`src/rtl/hidden_layer_writer.sv`:
```
// hidden_layer_writer
// Time-multiplexed hidden layer. A single signed MAC evaluates N_NEUR neurons one
// after another (N_IN products + bias each), applies ReLU with 8-bit saturation and
// packs each result into its byte slot of outreg.
//
// Ports:
//   clk, rst        : clock, asynchronous active-high reset
//   start           : begin a layer computation (sampled only when idle)
//   x_in            : N_IN signed bytes, element k at [8k+7:8k], stable while busy
//   w, b            : signed weight / bias returned by the external combinational ROM
//   neuron_idx      : ROM address high part (current neuron)
//   tap_idx         : ROM address low part (current input tap)
//   outreg          : packed activations, neuron j at [8j+7:8j]
//   busy            : computation in progress
//   done            : one-cycle pulse after the last slot is written
//   outreg_valid    : level, outreg complete and stable
module hidden_layer_writer #(
  parameter int unsigned N_IN   = 8,
  parameter int unsigned N_NEUR = 10,
  parameter int unsigned ACC_W  = 24
) (
  input  logic                    clk,
  input  logic                    rst,
  input  logic                    start,
  input  logic [N_IN*8-1:0]       x_in,
  input  logic signed [7:0]       w,
  input  logic signed [7:0]       b,
  output logic [3:0]              neuron_idx,
  output logic [2:0]              tap_idx,
  output logic [N_NEUR*8-1:0]     outreg,
  output logic                    busy,
  output logic                    done,
  output logic                    outreg_valid
);

  typedef enum logic [1:0] {StIdle, StMac, StBias, StWrite} state_e;

  state_e                  r_state;
  logic signed [ACC_W-1:0] r_acc;
  logic [3:0]              r_neuron;
  logic [2:0]              r_tap;
  logic [N_NEUR*8-1:0]     r_outreg;
  logic                    r_busy;
  logic                    r_done;
  logic                    r_valid;

  logic signed [7:0]       w_x;
  logic signed [15:0]      w_prod;
  logic signed [ACC_W-1:0] w_prod_ext;
  logic signed [ACC_W-1:0] w_bias_ext;
  logic [7:0]              w_relu;

  // Select input element for the current tap.
  always_comb begin
    w_x = '0;
    for (int k = 0; k < int'(N_IN); k++) begin
      if (r_tap == k[2:0]) begin
        w_x = x_in[8*k +: 8];
      end
    end
  end

  always_comb begin
    w_prod     = w_x * w;
    w_prod_ext = {{(ACC_W-16){w_prod[15]}}, w_prod};
    w_bias_ext = {{(ACC_W-8){b[7]}}, b};
  end

  // ReLU with saturation: a non-negative acc exceeds 127 when any bit above bit 6 is set.
  always_comb begin
    if (r_acc[ACC_W-1]) begin
      w_relu = 8'd0;
    end else if (|r_acc[ACC_W-2:7]) begin
      w_relu = 8'd127;
    end else begin
      w_relu = r_acc[7:0];
    end
  end

  always_ff @(posedge clk or posedge rst) begin
    if (rst) begin
      r_state  <= StIdle;
      r_acc    <= '0;
      r_neuron <= '0;
      r_tap    <= '0;
      r_outreg <= '0;
      r_busy   <= 1'b0;
      r_done   <= 1'b0;
      r_valid  <= 1'b0;
    end else begin
      r_done <= 1'b0;
      unique case (r_state)
        StIdle: begin
          if (start) begin
            r_state  <= StMac;
            r_acc    <= '0;
            r_neuron <= '0;
            r_tap    <= '0;
            r_outreg <= '0;
            r_busy   <= 1'b1;
            r_valid  <= 1'b0;
          end
        end
        StMac: begin
          r_acc <= r_acc + w_prod_ext;
          if (r_tap == 3'(N_IN-1)) begin
            r_tap   <= '0;
            r_state <= StBias;
          end else begin
            r_tap <= r_tap + 3'd1;
          end
        end
        StBias: begin
          r_acc   <= r_acc + w_bias_ext;
          r_state <= StWrite;
        end
        StWrite: begin
          for (int j = 0; j < int'(N_NEUR); j++) begin
            if (r_neuron == j[3:0]) begin
              r_outreg[8*j +: 8] <= w_relu;
            end
          end
          r_acc <= '0;
          if (r_neuron < 4'(N_NEUR-1)) begin
            r_neuron <= r_neuron + 4'd1;
            r_state  <= StMac;
          end else begin
            r_neuron <= '0;
            r_state  <= StIdle;
            r_busy   <= 1'b0;
            r_done   <= 1'b1;
            r_valid  <= 1'b1;
          end
        end
        default: r_state <= StIdle;
      endcase
    end
  end

  assign neuron_idx   = r_neuron;
  assign tap_idx      = r_tap;
  assign outreg       = r_outreg;
  assign busy         = r_busy;
  assign done         = r_done;
  assign outreg_valid = r_valid;

endmodule

```
`config.mk`:
```
export PLATFORM = sky130hd
export DESIGN_NAME = hidden_layer_writer
export DESIGN_NICKNAME = d
export VERILOG_FILES = /design/src/rtl/hidden_layer_writer.sv
export SDC_FILE = /design/constraint.sdc
export NUM_CORES = 1
export LEC_CHECK = 0
export BUFFER_PORTS_ARGS = -buffer_cell sky130_fd_sc_hd__buf_2
export CORE_ASPECT_RATIO = 0.6
export CORE_MARGIN = 8
export CORE_UTILIZATION = 59
export CTS_CLUSTER_SIZE = 12
export DETAILED_ROUTE_END_ITERATION = 8
export PLACE_DENSITY = 0.89
export SLEW_MARGIN = 20
export SYNTH_ARGS = -nofsm -noshare
export SYNTH_HDL_FRONTEND = slang
export SYNTH_SLANG_ARGS = --single-unit
```
`constraint.sdc`:
```
create_clock -name clk -period 8.72 [get_ports clk]
set_input_delay 0.436 -clock clk [delete_from_list [all_inputs] [get_ports clk]]
set_output_delay 0.436 -clock clk [all_outputs]
set_load 0.02 [all_outputs]
```
==> key figures <==
Floorplanning
  • Row count: 38
  • Initial core utilization: 59.31%
  • Core Region: 17830 um2
  • Die Span X: 188.8 um
  • Ports placed on the boundary: 173
  • Die Span Y: 119.7 um
  • Die footprint: 22600 um2

GRT
  • Initial antenna violation count: 0
  • Vias in the first global route: 9549
  • Total GRT Usage: 27.74%
  • Maximum number of pins on one net before global-route repair: 69
  • Remaining Overflow, GRT: 0
  • Wire length of the first global-routing pass: 50800 um

Clock network
  • TritonCTS clock tree: done
  • Post-cts sizing count: 0
  • Number of setup buffers added after CTS: 0
  • TritonCTS buffer count: 17
  • Insertion delay of the later-clocked pin in the worst-skew pair: 0.42 ns
  • CTS root buffer: clkbuf_16
  • H-tree depth: 4
  • Clock Sink Count: 116
  • Quantity of hold-fixing buffers added after cts: 0
  • Clock input transition at the sequential cells of the worst setup and hold paths: 0.06 ns
  • Clock tree buffer depth: 2

Finish
  • Number of standard cells in the layout, taps in and fillers out: 1572
  • Number of diodes: 0
  • Final-stage net count: 1600
  • Multi-input combinational cell area: 7087 um2
  • Share of post-route cells with drive strength above 1: 16.82%
  • Synthesis-to-layout area growth: 15.84%
  • Area taken by flip-flops and latches: 2903 um2
  • Fill cell total of the finished layout: 1350

Critical path
  • Arrival time at the worst endpoint: 8.00 ns
  • Startpoint kind of the worst setup timing path: flip-flop
  • Required time at the worst-slack endpoint: 9.01 ns
  • Max FO, Critical Path: 16
  • Worst setup EP type: flip-flop
  • Critical setup path kind: reg -> reg

Routing
  • Detailed-route vias per instance: 6.010
  • Post-Route WL: 31690 um
  • Initial DRT Pass Iterations: 6
  • Total vias in the final route: 9447
  • Number of nets with antenna violations after routing: 0
  • # DRC: 0
  • Detailed-route wire length per cell: 20.16 um
  • DRT iter0 DRCs: 1024

Synthesis
  • Unique masters post-synth: 62
  • Post-synth top flop: dfrtp_1
  • Largest area contributor in the synthesized netlist: dfrtp_1
  • Number of synthesized register bits: 116
  • Synthesized Nets: 1438
  • Area share of the leading cell type in the synthesized netlist: 27.45%
  • Instance count of the mapped netlist: 1157
  • Post-synthesis average cell area: 9.139 um2
  • Cell with the most instances after synthesis: nand2_1
  • Share of synthesized registers carrying an async set or reset: 100.0%
  • Largest cells by area after synthesis: dfrtp_1 27%, fa_1 20%, ha_1 11%
  • Most used standard cells in the synthesized netlist: 181 x nand2_1, 118 x inv_1, 116 x dfrtp_1, 116 x o21ai_0, 105 x fa_1
  • Number of warning messages in the yosys log: 0
  • Post-synthesis cell area: 10570 um2
  • Seq/Total Area, Yosys: 27.45%
  • Post-synth EDFFs: 0

STA
  • Hold violation total from the final report: 0
  • Post-Route Skew: 0.009785 ns
  • Min Tclk post-route: 7.702 ns
  • Share of the cycle needed by the critical path after routing: 88.33%
  • Setup violators final: 0
  • Setup Total Neg Slack: 0 ns
  • Headroom to the max-slew limit: 29.39%
  • RSZ-0062 raised after global routing: false
  • Count of final max-slew check failures: 0
  • Tightest Pin Transition: 1.052 ns
  • Max Clock Freq: 129.8 MHz

Worst hold path
  • Min-delay worst type: in -> async

Placed design
  • HPWL after DPL: 24690 um
  • Count of input and output buffers: 172
  • Post-placement cell count: 1540
  • RD Place Congestion: 0.9238

Flow run
  • Maximum Capacitance Violations: 0

Status
  • Run status: completed
[sequential cells by signal (all words and copies together) (netlist names)]
signal	count
outreg	80
r_acc	24
neuron_idx	4
tap_idx	3
r_state	2
busy	1
done	1
outreg_valid	1
[worst paths after layout]
kind                       cells after the start       start  slack, ns    endpoint
max                                           23  tap_idx[2]       1.02   r_acc[23]
min                                            2         rst        0.1  outreg[55]
max reg2reg                                   23  tap_idx[2]       1.02   r_acc[23]
min reg2reg                                    1  outreg[55]       0.48  outreg[55]
max in group asynchronous                      3         rst       7.35   outreg[4]
min in group clk                               3       start       0.36        busy
[per-layer routing]
metal | vias up | wire length (um) | global-route usage [%]
li1 | 4258 | - | -
met1 | 4571 | 13670 | 38.63
met2 | 550 | 13690 | 41.63
met3 | 68 | 3761 | 9.299
met4 | 0 | 568 | 6.226
met5 | - | 0 | 0
[critical path, cell delays in order (launching register included)]
cell	delay, ns
dfrtp_1	0.44
clkinv_1	0.27
ha_1	0.39
nor2_1	0.40
a22oi_1	0.13
o221ai_1	0.23
o21ai_0	0.11
o21ai_0	0.15
buf_4	0.18
and2_1	0.76
fa_1	0.58
fa_1	0.50
fa_1	0.57
fa_1	0.42
ha_1	0.31
ha_1	0.40
a21o_1	0.22
a221oi_1	0.29
o31a_1	0.25
a221o_2	0.22
a31oi_1	0.15
and3_1	0.23
nor4_1	0.27
o21ai_1	0.10
[kinds of logic after synthesis]
family | count (synthesis) | share of synthesized area, %
compound gates | 315 | 18.10
xor+xnor | 37 | 3.065
fa+ha+maj | 198 | 30.88
buf+inv | 154 | 5.526
flops | 116 | 27.45
mux | 2 | 0.2012
simple gates | 335 | 14.77
[cell usage in the layout, fill, tap and decap left out, types with 4 or more instances in the layout]
cell / count
a31oi_1: 5
inv_1: 117
o21a_1: 4
nor2b_1: 9
nor2_1: 42
nand4_1: 6
o22ai_1: 8
xor2_1: 9
a211oi_1: 5
o21bai_1: 4
inv_6: 5
nor4_1: 5
ha_1: 93
o21ai_1: 26
and3_1: 4
or2_2: 4
a22oi_1: 30
buf_2: 172
nand2b_1: 9
nand2_1: 181
o31ai_1: 7
xnor2_1: 28
nor3_1: 6
a21oi_1: 56
dfrtp_1: 116
o21ai_0: 116
clkbuf_16: 17
o221ai_1: 8
a21o_1: 12
fa_1: 105
o211ai_1: 4
and3b_1: 9
and2_1: 47
buf_4: 6
[final cells by class]
class / instances / share of cell area (%)
Clock buffer: 18 / 3.585
Clock inverter: 14 / 1.348
Inverter: 119 / 3.667
Multi-Input combinational cell: 887 / 57.86
Sequential cell: 116 / 23.70
Tap cell: 240 / 2.451
Timing Repair Buffer: 178 / 7.395
[through the flow]
| stage | setup slack, ns | hold WS (ns) | area (um2) | utilization (%) |
|---|---|---|---|---|
| after floorplan | 1.365 | 0.5027 | 10570 | - |
| after global placement | 1.400 | 0.4562 | 11640 | 65.31 |
| final | 1.018 | 0.09839 | 12250 | 68.70 |
| after global routing | 0.4561 | 0.1521 | 12250 | 68.70 |
| after CTS | 1.102 | 0.1348 | 12250 | 68.70 |
| after detailed placement | 1.118 | 0.4655 | 11640 | 65.31 |
Power is left out: the tool's default activity adds up to more than one toggle a clock period on the data nets, which glitch-free logic cannot reach.
